<file path="src/rtl/hit_judge_if.sv">
// hit_judge_if: note engine, receptor and HUD signals of the hit judge.
interface hit_judge_if;
    logic        frame_clk;
    logic [3:0]  key_press;
    logic [3:0]  note_valid;
    logic [39:0] note_y;
    logic [3:0]  note_clear;
    logic        judge_valid;
    logic [1:0]  judgement;
    logic [1:0]  judge_lane;
    logic [15:0] score;
    logic [9:0]  combo;
    logic [9:0]  max_combo;
    logic        busy;
    logic        overrun;
    modport slave (
        input  frame_clk, key_press, note_valid, note_y,
        output note_clear, judge_valid, judgement, judge_lane, score, combo, max_combo, busy, overrun
    );
    modport master (
        output frame_clk, key_press, note_valid, note_y,
        input  note_clear, judge_valid, judgement, judge_lane, score, combo, max_combo, busy, overrun
    );
endinterface

</file>
<file path="src/rtl/hit_judge.sv">
// hit_judge: per-frame press capture and lane-by-lane timing judgement with score/combo tracking.
module hit_judge #(
    parameter int TARGET_Y    = 54,
    parameter int PERFECT_WIN = 4,
    parameter int GOOD_WIN    = 12,
    parameter int PERFECT_PTS = 2,
    parameter int GOOD_PTS    = 1
) (
    input logic     Clk,
    input logic     Reset,
    hit_judge_if.slave bus
);
    typedef enum logic {IDLE, EVAL} state_t;
    state_t      state_q, state_d;
    logic        frame_q, frame_d;
    logic [3:0]  acc_q, acc_d;
    logic [3:0]  held_q, held_d;
    logic [3:0]  newpress_q, newpress_d;
    logic [1:0]  lane_q, lane_d;
    logic [3:0]  note_clear_q, note_clear_d;
    logic        judge_valid_q, judge_valid_d;
    logic [1:0]  judgement_q, judgement_d;
    logic [1:0]  judge_lane_q, judge_lane_d;
    logic [15:0] score_q, score_d;
    logic [9:0]  combo_q, combo_d;
    logic [9:0]  max_combo_q, max_combo_d;
    logic        overrun_q, overrun_d;
    logic        tick, accept, eval, miss, perfect, good, ev, hit;
    logic [9:0]  y;
    logic signed [10:0] diff;
    logic [10:0] ad;
    logic [1:0]  jd;
    logic [15:0] pts;
    logic [16:0] sum;
    always_comb begin
        tick    = bus.frame_clk & ~frame_q;
        eval    = state_q == EVAL;
        accept  = tick & ~eval;
        y       = bus.note_y[5'(lane_q) * 5'd10 +: 10];
        diff    = $signed({1'b0, y}) - $signed(11'(TARGET_Y));
        ad      = diff[10] ? 11'(-diff) : 11'(diff);
        // a note that has scrolled past the good window is missed whether pressed or not
        miss    = bus.note_valid[lane_q] && ({1'b0, y} + 11'(GOOD_WIN) < 11'(TARGET_Y));
        perfect = newpress_q[lane_q] && bus.note_valid[lane_q] && ad <= 11'(PERFECT_WIN);
        good    = newpress_q[lane_q] && bus.note_valid[lane_q] && ad <= 11'(GOOD_WIN);
        jd      = !eval ? 2'd0 : miss ? 2'd3 : perfect ? 2'd1 : good ? 2'd2 : 2'd0;
        ev      = jd != 2'd0;
        hit     = jd == 2'd1 || jd == 2'd2;
        pts     = jd == 2'd1 ? 16'(PERFECT_PTS) : 16'(GOOD_PTS);
        sum     = {1'b0, score_q} + {1'b0, pts};
        frame_d       = bus.frame_clk;
        acc_d         = accept ? bus.key_press : acc_q | bus.key_press;
        held_d        = accept ? acc_q : held_q;
        newpress_d    = accept ? acc_q & ~held_q : newpress_q;
        state_d       = accept ? EVAL : (eval && lane_q == 2'd3) ? IDLE : state_q;
        lane_d        = accept ? 2'd0 : eval ? lane_q + 2'd1 : lane_q;
        overrun_d     = overrun_q | (tick & eval);
        judge_valid_d = ev;
        note_clear_d  = ev ? 4'b0001 << lane_q : 4'b0000;
        judgement_d   = ev ? jd : judgement_q;
        judge_lane_d  = ev ? lane_q : judge_lane_q;
        score_d       = !hit ? score_q : sum[16] ? 16'hFFFF : sum[15:0];
        combo_d       = jd == 2'd3 ? 10'd0 : !hit ? combo_q : combo_q == 10'd1023 ? combo_q : combo_q + 10'd1;
        max_combo_d   = combo_d > max_combo_q ? combo_d : max_combo_q;
    end
    always_ff @(posedge Clk) begin
        if (Reset) begin
            state_q       <= IDLE;
            frame_q       <= 1'b0;
            acc_q         <= '0;
            held_q        <= '0;
            newpress_q    <= '0;
            lane_q        <= '0;
            note_clear_q  <= '0;
            judge_valid_q <= 1'b0;
            judgement_q   <= '0;
            judge_lane_q  <= '0;
            score_q       <= '0;
            combo_q       <= '0;
            max_combo_q   <= '0;
            overrun_q     <= 1'b0;
        end else begin
            state_q       <= state_d;
            frame_q       <= frame_d;
            acc_q         <= acc_d;
            held_q        <= held_d;
            newpress_q    <= newpress_d;
            lane_q        <= lane_d;
            note_clear_q  <= note_clear_d;
            judge_valid_q <= judge_valid_d;
            judgement_q   <= judgement_d;
            judge_lane_q  <= judge_lane_d;
            score_q       <= score_d;
            combo_q       <= combo_d;
            max_combo_q   <= max_combo_d;
            overrun_q     <= overrun_d;
        end
    end
    assign bus.note_clear  = note_clear_q;
    assign bus.judge_valid = judge_valid_q;
    assign bus.judgement   = judgement_q;
    assign bus.judge_lane  = judge_lane_q;
    assign bus.score       = score_q;
    assign bus.combo       = combo_q;
    assign bus.max_combo   = max_combo_q;
    assign bus.busy        = state_q == EVAL;
    assign bus.overrun     = overrun_q;
endmodule

</file>
<file path="src/flat_wrapper.sv">
// flat-port wrapper written by rule: the top's interface ports become plain ports
module hit_judge_flat 
#(
    parameter int TARGET_Y    = 54,
    parameter int PERFECT_WIN = 4,
    parameter int GOOD_WIN    = 12,
    parameter int PERFECT_PTS = 2,
    parameter int GOOD_PTS    = 1
)
  (Clk, Reset, bus_frame_clk, bus_key_press, bus_note_valid, bus_note_y, bus_note_clear, bus_judge_valid, bus_judgement, bus_judge_lane, bus_score, bus_combo, bus_max_combo, bus_busy, bus_overrun);
  hit_judge_if bus_i ();
  input logic Clk;
  input logic Reset;
  input wire logic [$bits(bus_i.frame_clk)-1:0] bus_frame_clk;
  input wire logic [$bits(bus_i.key_press)-1:0] bus_key_press;
  input wire logic [$bits(bus_i.note_valid)-1:0] bus_note_valid;
  input wire logic [$bits(bus_i.note_y)-1:0] bus_note_y;
  output wire logic [$bits(bus_i.note_clear)-1:0] bus_note_clear;
  output wire logic [$bits(bus_i.judge_valid)-1:0] bus_judge_valid;
  output wire logic [$bits(bus_i.judgement)-1:0] bus_judgement;
  output wire logic [$bits(bus_i.judge_lane)-1:0] bus_judge_lane;
  output wire logic [$bits(bus_i.score)-1:0] bus_score;
  output wire logic [$bits(bus_i.combo)-1:0] bus_combo;
  output wire logic [$bits(bus_i.max_combo)-1:0] bus_max_combo;
  output wire logic [$bits(bus_i.busy)-1:0] bus_busy;
  output wire logic [$bits(bus_i.overrun)-1:0] bus_overrun;
  assign bus_i.frame_clk = bus_frame_clk;
  assign bus_i.key_press = bus_key_press;
  assign bus_i.note_valid = bus_note_valid;
  assign bus_i.note_y = bus_note_y;
  assign bus_note_clear = bus_i.note_clear;
  assign bus_judge_valid = bus_i.judge_valid;
  assign bus_judgement = bus_i.judgement;
  assign bus_judge_lane = bus_i.judge_lane;
  assign bus_score = bus_i.score;
  assign bus_combo = bus_i.combo;
  assign bus_max_combo = bus_i.max_combo;
  assign bus_busy = bus_i.busy;
  assign bus_overrun = bus_i.overrun;
  hit_judge #(.TARGET_Y(TARGET_Y), .PERFECT_WIN(PERFECT_WIN), .GOOD_WIN(GOOD_WIN), .PERFECT_PTS(PERFECT_PTS), .GOOD_PTS(GOOD_PTS)) u_core (.Clk(Clk), .Reset(Reset), .bus(bus_i));
endmodule
</file>
<file path="config.mk">
export PLATFORM = sky130hd
export DESIGN_NAME = hit_judge_flat
export DESIGN_NICKNAME = d
export VERILOG_FILES = /design/src/rtl/hit_judge_if.sv /design/src/rtl/hit_judge.sv /design/src/flat_wrapper.sv
export SDC_FILE = /design/constraint.sdc
export NUM_CORES = 1
export LEC_CHECK = 0
export CAP_MARGIN = 20
export CORE_MARGIN = 1
export CORE_UTILIZATION = 45
export CTS_CLUSTER_SIZE = 20
export DETAILED_ROUTE_END_ITERATION = 8
export PLACE_DENSITY = 0.8
export SYNTH_ARGS = -nofsm -noshare
export SYNTH_HDL_FRONTEND = slang
export SYNTH_SLANG_ARGS = --single-unit
</file>
<file path="constraint.sdc">
create_clock -name Clk -period 7.4 [get_ports Clk]
set_clock_uncertainty 0.2 [all_clocks]
set_input_delay 0.74 -clock Clk [delete_from_list [all_inputs] [get_ports Clk]]
set_output_delay 0.74 -clock Clk [all_outputs]
set_load 0.02 [all_outputs]
</file>
**Yosys cells after proc, flatten, opt, wreduce, memory -nomap -nowiden**

Cells that the tools add are included.

- Add/subtract/negate cells: 6
- Multipliers: 1
- $lt $le $gt $ge: 5
- Equal/unequal tests: 5
- Shift-type cells: 2
- Multiplexer cells: 17
- Bitwise gates (word level): 10
- Reduce and logical (&&, ||, !) cells: 10

Operators with widths:

| kind | number |
|---|---|
| 40-bit by 6-bit indexed part select with 10-bit output | 1 |
| 10-bit two-way mux | 3 |
| 16-bit by 16-bit adder with 17-bit output | 1 |
| 16-bit two-way mux | 1 |
| 10-bit by 4-bit adder with 11-bit output, second input constant | 1 |
| 11-bit by 3-bit <= comparator with 1-bit output, second input constant | 1 |
| 11-bit by 4-bit <= comparator with 1-bit output, second input constant | 1 |
| 11-bit by 6-bit < comparator with 1-bit output, second input constant | 1 |
| 11-bit two-way mux | 1 |
| 11-bit negator | 1 |
| 10-bit by 6-bit subtractor with 11-bit output, second input constant | 1 |
| 10-bit by 1-bit adder with 10-bit output, second input constant | 1 |
| 10-bit equality test, second input constant | 1 |
| 10-bit greater-than comparator | 1 |
| 2-bit two-way mux | 5 |
| 2-bit equality test, second input constant | 3 |
| 1-bit logical AND | 5 |
| 4-bit AND | 1 |
| 1-bit binary-select mux with 2-bit select | 2 |
| 2-bit by 3-bit multiplier with 4-bit output, second input constant | 1 |
| 1-bit two-way mux | 4 |
| 4-bit two-way mux | 1 |
| 4-bit inverter | 1 |
| 4-bit bitwise OR | 1 |
| other kinds (10) | 16 |

- Bits in registers: 62
- Input port bits: 51
- Output and inout port bits: 47
- Logic and storage cells: 70

**Depth between registers and ports, before layout**

Gate-level depths: netlist (run 1).

- Word-level depth: 16
- Depth in mapped cells: 30

**Worst setup path after synthesis (run 1)**

Ideal clock, no wire load.

- Path kind: input to register
- Start point: in bus_note_y[32]
- End point: reg u_core.max_combo_q[0], in the netlist u_core.bus.max_combo[0]
- Arrival: 6,011 ps
- Data required time: 7,130 ps
- Setup slack: 1,119 ps
- Stages: 25
- Buffers on the path: 3
- Cell sequence: mux4_2 ha_1 and2b_1 a221o_1 xnor2_1 a311o_1 a2111oi_2 nand4b_1 nor2b_1 ha_1 clkbuf_1 o31ai_1 nor4_1 xnor2_1 nor2_1 ha_1 a21oi_1 nor2b_1 o21ai_0 nand3b_1 o21ai_0 clkbuf_1 clkbuf_1 nand2_1 a21oi_1

- Longest elaborated chain between the ends: 15
- Elaborated cells between the ends (all ways): 22

Ends and longest elaborated chain:

| item | RTL line | source |
|---|---|---|
| start, declared | flat_wrapper.sv:17 | `input wire logic [$bits(bus_i.note_y)-1:0] bus_note_y;` |
| 40-bit by 6-bit indexed part select with 10-bit output * | hit_judge.sv:39 | `y = bus.note_y[5'(lane_q) * 5'd10 +: 10];` |
| 10-bit by 6-bit subtractor with 11-bit output | hit_judge.sv:40 | `diff = $signed({1'b0, y}) - $signed(11'(TARGET_Y));` |
| 11-bit negator | hit_judge.sv:41 | `ad = diff[10] ? 11'(-diff) : 11'(diff);` |
| 11-bit two-way mux | hit_judge.sv:41 |  |
| 11-bit by 4-bit <= comparator with 1-bit output | hit_judge.sv:45 | `good = newpress_q[lane_q] && bus.note_valid[lane_q] && ad <= 11'(GOOD_WIN);` |
| 1-bit logical AND | hit_judge.sv:45 |  |
| 2-bit two-way mux (2 in series) | hit_judge.sv:46 | `jd = !eval ? 2'd0 : miss ? 2'd3 : perfect ? 2'd1 : good ? 2'd2 : 2'd0;` |
| 2-bit two-way mux * (2 in series) | hit_judge.sv:46 |  |
| 2-bit by 1-bit equality test with 1-bit output / 2-bit equality test (equally long branches) | hit_judge.sv:48 | `hit = jd == 2'd1 \|\| jd == 2'd2;` |
| 1-bit logical OR | hit_judge.sv:48 |  |
| 10-bit two-way mux | hit_judge.sv:63 | `combo_d = jd == 2'd3 ? 10'd0 : !hit ? combo_q : combo_q == 10'd1023 ? combo_q : combo_q + 10'd1;` |
| 10-bit two-way mux * | hit_judge.sv:63 |  |
| named net u_core.combo_d[7] | hit_judge.sv:25 | `logic [9:0] combo_q, combo_d;` |
| 10-bit greater-than comparator * | hit_judge.sv:64 | `max_combo_d = combo_d > max_combo_q ? combo_d : max_combo_q;` |
| end signal, assigned | hit_judge.sv:95 | `max_combo_q <= max_combo_d;` |
| end, declared | hit_judge.sv:26 | `logic [9:0] max_combo_q, max_combo_d;` |

The timed path passes the listed nets; every way through them passes the cells marked *.
A chain may end at the register's enable or synchronous reset.

**Final worst setup path (run 1)**

Ends and elaborated chain as after synthesis.

==> results of run 1 <==
layer usage:
metal | global-route usage, % | vias to the layer above | part of all wire (%)
li1 | - | 1709 | -
met1 | 24.5 | 1604 | 44
met2 | 36.4 | 84 | 49
met3 | 3.94 | 26 | 4.4
met4 | 10.3 | 0 | 3.0
met5 | 0 | - | 0
worst paths after layout:
check                                           from                 endpoint  slack (ns)  cells after the start
worst max-delay path                  bus_note_y[32]  u_core.bus.max_combo[0]        0.54                     25
worst min-delay path            u_core.newpress_q[3]     u_core.newpress_q[3]        0.25                      2
worst max register to register      u_core.lane_q[0]  u_core.bus.max_combo[0]        0.61                     25
worst min register to register  u_core.newpress_q[3]     u_core.newpress_q[3]        0.25                      2
area by class of cell:
type                    count  area share (%)
clock inverters             3           0.861
multi-input cells         311            45.5
flip-flops and latches     62            25.1
inverters                  28            2.13
repair buffers            103            20.5
well taps                 102            2.58
clock buffers              12            3.34
worst max-delay path, stage by stage:
cell             delay, ns
clkdlybuf4s50_1       0.40
mux4_2                0.55
ha_1                  0.22
and2b_1               0.18
a221oi_2              0.49
o2111ai_1             0.16
a21o_1                0.20
a2111oi_2             0.44
nand4b_1              0.21
nor2b_1               0.20
ha_1                  0.44
o31ai_1               0.27
nor2_1                0.18
and3_1                0.24
xnor2_1               0.22
nor2_1                0.07
ha_1                  0.32
nand4_1               0.12
nor2_1                0.16
o21ai_0               0.13
nand3b_1              0.10
o21ai_0               0.12
buf_4                 0.20
or3b_2                0.43
a21oi_1               0.12
metrics by stage:
| stage | worst slack, ns | cells | power (uW) |
|---|---|---|---|
| floorplan | 1.12 | 423 | 434 |
| global placement | 0.464 | 606 | 475 |
| detailed placement | 0.288 | 606 | 479 |
| CTS | 0.587 | 621 | 787 |
| global route | 0.0491 | 621 | 817 |
| finish | 0.544 | 621 | 781 |
placed cells by master (no fill, tap or decap), types with 5 or more instances in the layout:
master,n
nor2b_1,10
a21oi_1,39
ha_1,23
nand3b_1,6
nand2_1,35
mux4_2,9
o21ai_0,11
inv_1,28
buf_4,6
clkbuf_8,12
nor3_1,12
mux2i_1,5
xor2_1,7
or3_1,9
clkdlybuf4s50_1,96
nand4_1,6
nor2_1,36
a31oi_1,5
and3_1,9
xnor2_1,13
and2_1,5
dfxtp_1,61
nand3_1,12
power groups by stage:
stage	clock (uW)	sequential [uW]	combinational [uW]
4_1_cts	315	347	126
5_1_grt	332	347	138
6_report	308	347	126
3_3_place_gp	0	354	121
2_1_floorplan	0	352	81.4
3_5_place_dp	0	354	125
synthesized netlist by cell type (3+ instances only):
library cell / count / share of area [%]
nand2b_1: 3 / 0.51
and3_1: 9 / 1.5
nor2b_1: 10 / 1.7
nand4_1: 6 / 1.0
mux2_2: 3 / 0.91
and2_1: 5 / 0.85
or3_1: 9 / 1.5
nand3_1: 12 / 1.6
inv_1: 28 / 2.8
buf_2: 4 / 0.54
o21ai_0: 11 / 1.5
a31oi_1: 5 / 0.85
a21oi_1: 39 / 5.3
mux2i_1: 5 / 1.4
xor2_1: 7 / 1.7
a311oi_1: 3 / 0.71
mux4_2: 9 / 5.5
a21o_1: 3 / 0.61
o2111ai_1: 3 / 0.71
clkbuf_1: 15 / 1.5
nor3b_1: 3 / 0.61
nor2_1: 36 / 3.7
a211oi_1: 3 / 0.61
o31ai_1: 3 / 0.61
dfxtp_1: 62 / 34
nand2_1: 35 / 3.6
nand3b_1: 6 / 1.2
xnor2_1: 13 / 3.1
ha_1: 23 / 7.8
nor3_1: 12 / 1.6
a41oi_1: 3 / 0.71
flip-flops by register name, summed over array words and instances, names as in the netlist:
signal / count
u_core.bus.overrun: 1
u_core.bus.judge_lane: 2
u_core.bus.score: 16
u_core.newpress_q: 4
u_core.bus.note_clear: 4
u_core.bus.judgement: 2
u_core.bus.judge_valid: 1
u_core.bus.busy: 1
u_core.frame_q: 1
u_core.held_q: 4
u_core.bus.combo: 10
u_core.acc_q: 4
u_core.bus.max_combo: 10
u_core.lane_q: 2
cell families (layout without fill, tap and decap cells):
kind of cell,count (synthesis),count (layout)
and+or+nand+nor,155,155
adders and majority gates,24,24
buffers and inverters,50,146
AOI/OAI and AO/OA,93,93
DFF,62,62
muxes,19,19
xor gates and xnor gates,20,20
timing repair:
action,in CTS,in global routing
setup endpoints to repair,0,1
endpoints found under the hold margin,0,0
gates resized for setup,0,1
==> results.yml, run 1 <==
routing:
  drc: 1
  wl_per_cell_um: 14.0
  ant_nets: 0
  drtPass1Iterations: 6
  num_vias: 3423
  initialDrtViolationCount: 145
  viasPerCell: 5.51
  wl_um: 8680
outcome:
  run_status: "finished, violations left"
  violations: "design-rule violations"
logic_synthesis:
  synth-async-reset-ratio_pct: 0
  synth_top_family_by_area: "simple AND/OR/NAND/NOR gates"
  yosysUniqueCellTypes: 57
  muxShareOfSynthArea_pct: 9.17
  synth_simple_gate_area_share_pct: 21.3
  synthXorXnorAreaFrac_pct: 4.74
  syn_nets: 498
  synth-compound-area-share_pct: 17.3
  ys_warn_count: 0
  yosys.area_share.adder_pct: 8.33
  synth_top_flop_cell: "dfxtp_1"
  syn_inst: 423
  synth_edf_count: 0
  synth_area_per_cell_sq_um: 8.74
  ys_ff_latch: 62
  syn_area_sq_mm: 0.00370
  ys_seq_area_share_pct: 33.6
pwr:
  clockPowerShare_pct: 39.5
  p_int_uw: 585
  total_leakage_power_uw: 0.00181
  comb_power_share_pct: 16.1
  switching_share_pct: 25.2
  p_sw_uw: 196
  seqPwrFrac_pct: 44.4
  vdd_drop_max_mv: 0.114
  power_density_mw_per_mm2: 158
floorplan:
  die_h_um: 92.6
  row_count: 32
  pin_count: 98
  dieArea_sq_mm: 0.00858
  die_w_um: 92.6
  start_util_pct: 47.1
  design.core.area_sq_mm: 0.00785
worst_setup_path:
  critical_path.max_fanout: 12
  critPathLaunchType: "input port"
  crit_type: "input port to register"
  cp_data_required_time_ns: 7.46
  critPathArrivalTime_ns: 6.92
  worst_setup_path_end_kind: "register"
place:
  placed_cell_area_sq_mm: 0.00473
  hpwl_um: 6530
  numPortBuffers: 97
  gp_congestion: 0.892
global_routing:
  gr-total-overflow: 0
  grt_max_degree: 61
  grt_pass1_vias: 3323
  track_usage_pct: 20.9
  grt_pass1_wl_um: 14500
  antenna_found_initial: 0
job:
  maxCapViolCount: 0
clock_tree:
  h-tree-depth: 3
  postCtsHoldBufs: 0
  cts_root_buf: "clkbuf_8"
  cts_tree: "done"
  path_clk_slew_ns: 0.07
  cts_setup_buffers: 0
  clock-sinks: 62
  clk_latency_ns: 0.33
  clockBufferDepth: 2
  cts_made_buffers: 9
timing:
  rsz0062_at_grt: "false"
  period_share_pct: 92.6
  setup_viol: 0
  fin_crit_ns: 6.86
  hold_slack_ns: 0.252
  hold_violations: 0
  tightestPinTransition_ns: 1.12
  max_freq_ghz: 0.146
  finalSetupTns_ns: 0
  report.final.slew_viol_count: 0
  relSlewSlack_pct: 25.0
final_layout:
  seq_area_sq_mm: 0.00124
  layout.core_utilization_pct: 63.0
  multi_input_area_sq_mm: 0.00225
  final_area_sq_mm: 0.00494
  nNetsFinal: 590
  synthToLayoutAreaGrowth_pct: 33.7
  fillers: 677
  post_route_cells_drive_above_1_share_pct: 8.29
  diodes: 0
worst_hold_path:
  hp-class: "register to register"
(Power assumes the default switching activity.)
==> run 2, diff against run 1 <==
--- a/config.mk
+++ b/config.mk
@@ -6,11 +6,14 @@
 export NUM_CORES = 1
 export LEC_CHECK = 0
 export CAP_MARGIN = 20
+export CELL_PAD_IN_SITES_DETAIL_PLACEMENT = 0
+export CELL_PAD_IN_SITES_GLOBAL_PLACEMENT = 2
 export CORE_MARGIN = 1
-export CORE_UTILIZATION = 45
+export CORE_UTILIZATION = 29
 export CTS_CLUSTER_SIZE = 20
 export DETAILED_ROUTE_END_ITERATION = 8
-export PLACE_DENSITY = 0.8
+export PLACE_DENSITY = 0.86
+export SKIP_LAST_GASP = 1
 export SYNTH_ARGS = -nofsm -noshare
 export SYNTH_HDL_FRONTEND = slang
 export SYNTH_SLANG_ARGS = --single-unit
==> run 2 against run 1 <==
The flow now finishes without violations. Register-to-register slack improved by 0.16 ns. Critical path depth rose by 1. Global-route usage fell by 5.6 points. Combinational power rose by 4%. Utilization fell by 21 points. Sequential power barely moved. First-iteration DRC count fell by 22%. Power rose by 14%. Die area rose by 54%. Clock power rose by 33%.
==> results.yml, run 2 (synthesized netlist as in run 1, its figures left out) <==
global_routing:
  grt_pass1_wl_um: 16000
  grt_pass1_vias: 3232
  gr-total-overflow: 0
  grt_max_degree: 61
  track_usage_pct: 15.3
  antenna_found_initial: 0
final_layout:
  diodes: 0
  final_cell_mix: "clkdlybuf4s50_1 (96), dfxtp_1 (61), a21oi_1 (39)"
  synthToLayoutAreaGrowth_pct: 39.1
  largest_register_ff_count: 16
  multi_input_area_sq_mm: 0.00226
  seq_area_sq_mm: 0.00124
  post_route_cells_drive_above_1_share_pct: 8.81
  nNetsFinal: 593
  fillers: 1271
  final_area_sq_mm: 0.00514
  final_common_cell: "clkdlybuf4s50_1"
timing:
  period_share_pct: 92.2
  rsz0062_at_grt: "false"
  tightestPinTransition_ns: 0.924
  finalSetupTns_ns: 0
  report.final.slew_viol_count: 0
  fin_crit_ns: 6.83
  setup_viol: 0
  relSlewSlack_pct: 37.8
  fin_ws_ns: 0.575
  max_freq_ghz: 0.147
  hold_violations: 0
routing:
  drc: 0
  initialDrtViolationCount: 113
  wl_per_cell_um: 13.8
  wl_um: 9540
  drtPass1Iterations: 4
  num_vias: 3343
  ant_nets: 0
  viasPerCell: 4.84
worst_setup_path:
  path_buf_inv: 3
  crit_top_cell: "nor2_1"
  worst_setup_path_end_kind: "register"
  critPathLaunchType: "input port"
  cp_top_family: "simple AND/OR/NAND/NOR gates"
  critPathArrivalTime_ns: 6.87
  critical_path.max_fanout: 10
  crit_slowest_cell: "mux4_2"
  max_stage_delay_ns: 0.60
  crit_type: "input port to register"
  cp_data_required_time_ns: 7.44
floorplan:
  die_w_um: 115
  row_count: 40
  die_h_um: 115
  dieArea_sq_mm: 0.0132
  pin_count: 98
  start_util_pct: 30.3
  design.core.area_sq_mm: 0.0122
pwr:
  power_uw: 888
  power_density_mw_per_mm2: 173
  vdd_drop_max_mv: 0.101
  total_leakage_power_uw: 0.00186
worst_hold_path:
  hp-class: "register to register"
clock_tree:
  clock-sinks: 62
  cts_made_buffers: 9
  postCtsHoldBufs: 0
  clk_latency_ns: 0.32
  clockBufferDepth: 2
  path_clk_slew_ns: 0.05
  h-tree-depth: 3
  cts_root_buf: "clkbuf_16"
  cts_tree: "done"
place:
  dp_slack_ns: 0.157
  gp_congestion: 0.799
  numPortBuffers: 97
  placed_cell_area_sq_mm: 0.00483
  hpwl_um: 7200
outcome:
  run_status: "complete, no violations"
job:
  maxCapViolCount: 0
## run 2: power by group
group | leakage (uW) | total, uW | switching (uW) | internal, uW
logic | 0.00122 | 131 | 65.1 | 65.9
registers | 0.000502 | 346 | 5.92 | 340
clock network | 0.000141 | 411 | 144 | 267
## run 2: what timing repair did
action | CTS | global route
gates resized for setup | 0 | 3
endpoints found under the setup margin | 0 | 10
buffers inserted | 0 | 0
## run 2: cell type report
class / count / area share [%]
Clock buffer: 11 / 4.72
Clock inverter: 4 / 0.925
Inverter: 28 / 2.04
Multi-Input combinational cell: 311 / 44.0
Sequential cell: 62 / 24.2
Tap cell: 168 / 4.09
Timing Repair Buffer: 106 / 20.1
## run 2: worst reg2reg max path, stage by stage, from the launching register on
cell       delay [ns]
dfxtp_1          0.53
mux4_2           0.69
inv_1            0.15
ha_1             0.17
and2_1           0.19
a221oi_4         0.12
or4_1            0.51
a2111oi_2        0.45
a2111oi_2        0.13
nand4b_1         0.16
nor2b_1          0.22
ha_2             0.37
o31ai_1          0.26
nor2_1           0.17
and3_1           0.24
xnor2_1          0.21
nor2_1           0.07
ha_1             0.29
nand4_1          0.13
nor2_1           0.16
o21ai_0          0.14
nand3b_1         0.11
o21ai_0          0.12
buf_4            0.19
or3b_2           0.44
a21oi_1          0.14
## run 2: layer usage
layer / up-vias / global-route usage [%] / wire (um)
li1: 1711 / - / -
met4: 0 / 5.02 / 91
met3: 6 / 3.16 / 291
met5: - / 0 / 0
met2: 53 / 25.5 / 4710
met1: 1573 / 19.7 / 4450
## run 2: final timing paths
path                                        from                       to  slack (ns)  cells after the start
worst max-delay path              bus_note_y[33]  u_core.bus.max_combo[0]        0.57                     26
worst min-delay path            u_core.held_q[2]         u_core.held_q[2]        0.25                      2
worst max register to register  u_core.lane_q[0]  u_core.bus.max_combo[0]        0.77                     25
worst min register to register  u_core.held_q[2]         u_core.held_q[2]        0.25                      2
## run 2: stage by stage
step           util, %  hold slack (ns)  cells
3_3_place_gp      39.5            0.236    674
4_1_cts           41.9            0.250    689
2_1_floorplan        -            0.229    423
6_report          42.1            0.248    690
5_1_grt           42.1            0.278    690
3_5_place_dp      39.5            0.242    674
==> run 3, diff against run 2 <==
--- a/config.mk
+++ b/config.mk
@@ -8,11 +8,12 @@
 export CAP_MARGIN = 20
 export CELL_PAD_IN_SITES_DETAIL_PLACEMENT = 0
 export CELL_PAD_IN_SITES_GLOBAL_PLACEMENT = 2
-export CORE_MARGIN = 1
-export CORE_UTILIZATION = 29
+export CORE_MARGIN = 2
+export CORE_UTILIZATION = 37
 export CTS_CLUSTER_SIZE = 20
 export DETAILED_ROUTE_END_ITERATION = 8
-export PLACE_DENSITY = 0.86
+export DONT_BUFFER_PORTS = 1
+export PLACE_DENSITY = 0.84
 export SKIP_LAST_GASP = 1
 export SYNTH_ARGS = -nofsm -noshare
 export SYNTH_HDL_FRONTEND = slang
==> run 3 against run 2 <==
Die area fell by 18%. Via count fell by 10%. Final area fell by 22%. Global-route usage rose by 0.91 points. Power fell by 16%. First-iteration DRC count fell by 13%. Critical path type is now register to register. Critical endpoint unchanged. Largest cell class unchanged. Highest routed layer unchanged.
==> results.yml, run 3 (synthesized netlist as in run 1, its figures left out) <==
global_routing:
  busiest_layer: "met2"
  met1_usage_pct: 21.2
  use_met2_pct: 23.3
  grt_max_degree: 61
  grt_pass1_wl_um: 14100
  antenna_found_initial: 0
  track_usage_pct: 16.2
  use_met3_pct: 6.02
  grt_pass1_vias: 2848
  gr-total-overflow: 0
floorplan:
  dieArea_sq_mm: 0.0108
  design.core.area_sq_mm: 0.00973
  die_w_um: 104
  row_count: 36
  die_h_um: 104
  pin_count: 98
  start_util_pct: 38.0
clock_tree:
  cts_resized: 0
  clockBufferDepth: 2
  cts_made_buffers: 9
  clk_latency_ns: 0.34
  h-tree-depth: 3
  cts_tree: "done"
  postCtsHoldBufs: 0
  path_clk_slew_ns: 0.07
  cts_setup_buffers: 0
  cts_root_buf: "clkbuf_8"
  clock-sinks: 62
routing:
  drtPass1Iterations: 4
  drc: 0
  num_vias: 2996
  wl_per_cell_um: 15.2
  ant_nets: 0
  viasPerCell: 5.41
  initialDrtViolationCount: 98
  wl_um: 8430
worst_setup_path:
  worst_setup_path_end_kind: "register"
  cp_data_required_time_ns: 7.48
  critical_path.max_fanout: 11
  critPathLaunchType: "register"
  critPathArrivalTime_ns: 6.75
  crit_type: "register to register"
final_layout:
  nNetsFinal: 493
  post_route_cells_drive_above_1_share_pct: 9.50
  synthToLayoutAreaGrowth_pct: 8.16
  finalNonFillerCells: 554
  largest_register_ff_count: 16
  final_cell_mix: "dfxtp_1 (62), a21oi_1 (39), nor2_1 (36)"
  diodes: 0
  final_common_cell: "dfxtp_1"
place:
  hpwl_um: 6200
  numPortBuffers: 0
  gp_congestion: 0.834
  dp.cells: 539
timing:
  report.final.slew_viol_count: 0
  period_share_pct: 90.2
  finalSetupTns_ns: 0
  hold_violations: 0
  rsz0062_at_grt: "false"
  relSlewSlack_pct: 41.7
  fin_crit_ns: 6.67
  setup_viol: 0
  max_freq_ghz: 0.150
  tightestPinTransition_ns: 0.867
worst_hold_path:
  hp-class: "register to register"
job:
  maxCapViolCount: 0
pwr:
  vdd_drop_max_mv: 0.0732
  power_density_mw_per_mm2: 186
  total_leakage_power_uw: 0.00145
outcome:
  run_status: "complete, no violations"
[run 3: changes by cell type in the layout (fill, tap and decap cells not counted), moves of 3 or more]
cell,change
clkbuf_16,-9
clkbuf_8,+10
clkdlybuf4s50_1,-96
buf_4,-3
[run 3: final cells by class]
type	instances	area (sq um)
timing repair buffer	6	42.5
inverter	28	105
fill	1011	5730
multi-input combinational	311	2250
tap	133	166
sequential	62	1240
clock inverter	3	43.8
clock buffer	11	151
[run 3: worst max-delay path: stages (launching register included)]
cell,delay [ns]
dfxtp_1,0.61
mux4_2,0.64
ha_1,0.22
and2b_1,0.18
a221oi_2,0.50
o2111ai_1,0.17
a21o_1,0.19
a2111oi_2,0.48
nand4b_1,0.20
nor2b_1,0.20
ha_1,0.45
o31ai_1,0.28
nor2_1,0.17
and3_1,0.24
xnor2_1,0.22
nor2_1,0.07
ha_1,0.32
nand4_1,0.13
nor2_1,0.13
o21ai_0,0.10
nand3b_1,0.09
o21ai_1,0.09
buf_4,0.17
or3b_2,0.43
a21oi_1,0.12
[run 3: routing by layer]
layer	up-vias	share of wire, %
met5	-	0
met4	0	2.8
met3	16	6.4
met2	72	44
met1	1396	47
li1	1512	-
[run 3: worst paths after layout]
check	cells past startpoint	slack [ns]	endpoint	from
setup / recovery	24	0.73	u_core.bus.max_combo[0]	u_core.lane_q[1]
hold / removal	2	0.24	u_core.newpress_q[0]	u_core.newpress_q[0]
setup reg to reg	24	0.73	u_core.bus.max_combo[0]	u_core.lane_q[1]
hold reg to reg	2	0.24	u_core.newpress_q[0]	u_core.newpress_q[0]
[run 3: per-stage QoR]
step                area (sq um)  power (uW)  utilization, %  setup WS [ns]  hold WS [ns]
floorplan                   3700         434               -           1.12         0.229
global placement            3800         444            39.0          0.786         0.231
detailed placement          3800         445            39.0          0.715         0.239
CTS                         3990         756            41.0          0.688         0.241
global route                4000         785            41.1         0.0910         0.240
finish                      4000         744            41.1          0.728         0.244
[run 3: power breakdown]
part	internal, uW	leakage [uW]	switching, uW
registers	340	0.000502	7.75
clock network	171	0.000102	135
logic	39.2	0.000849	51.3
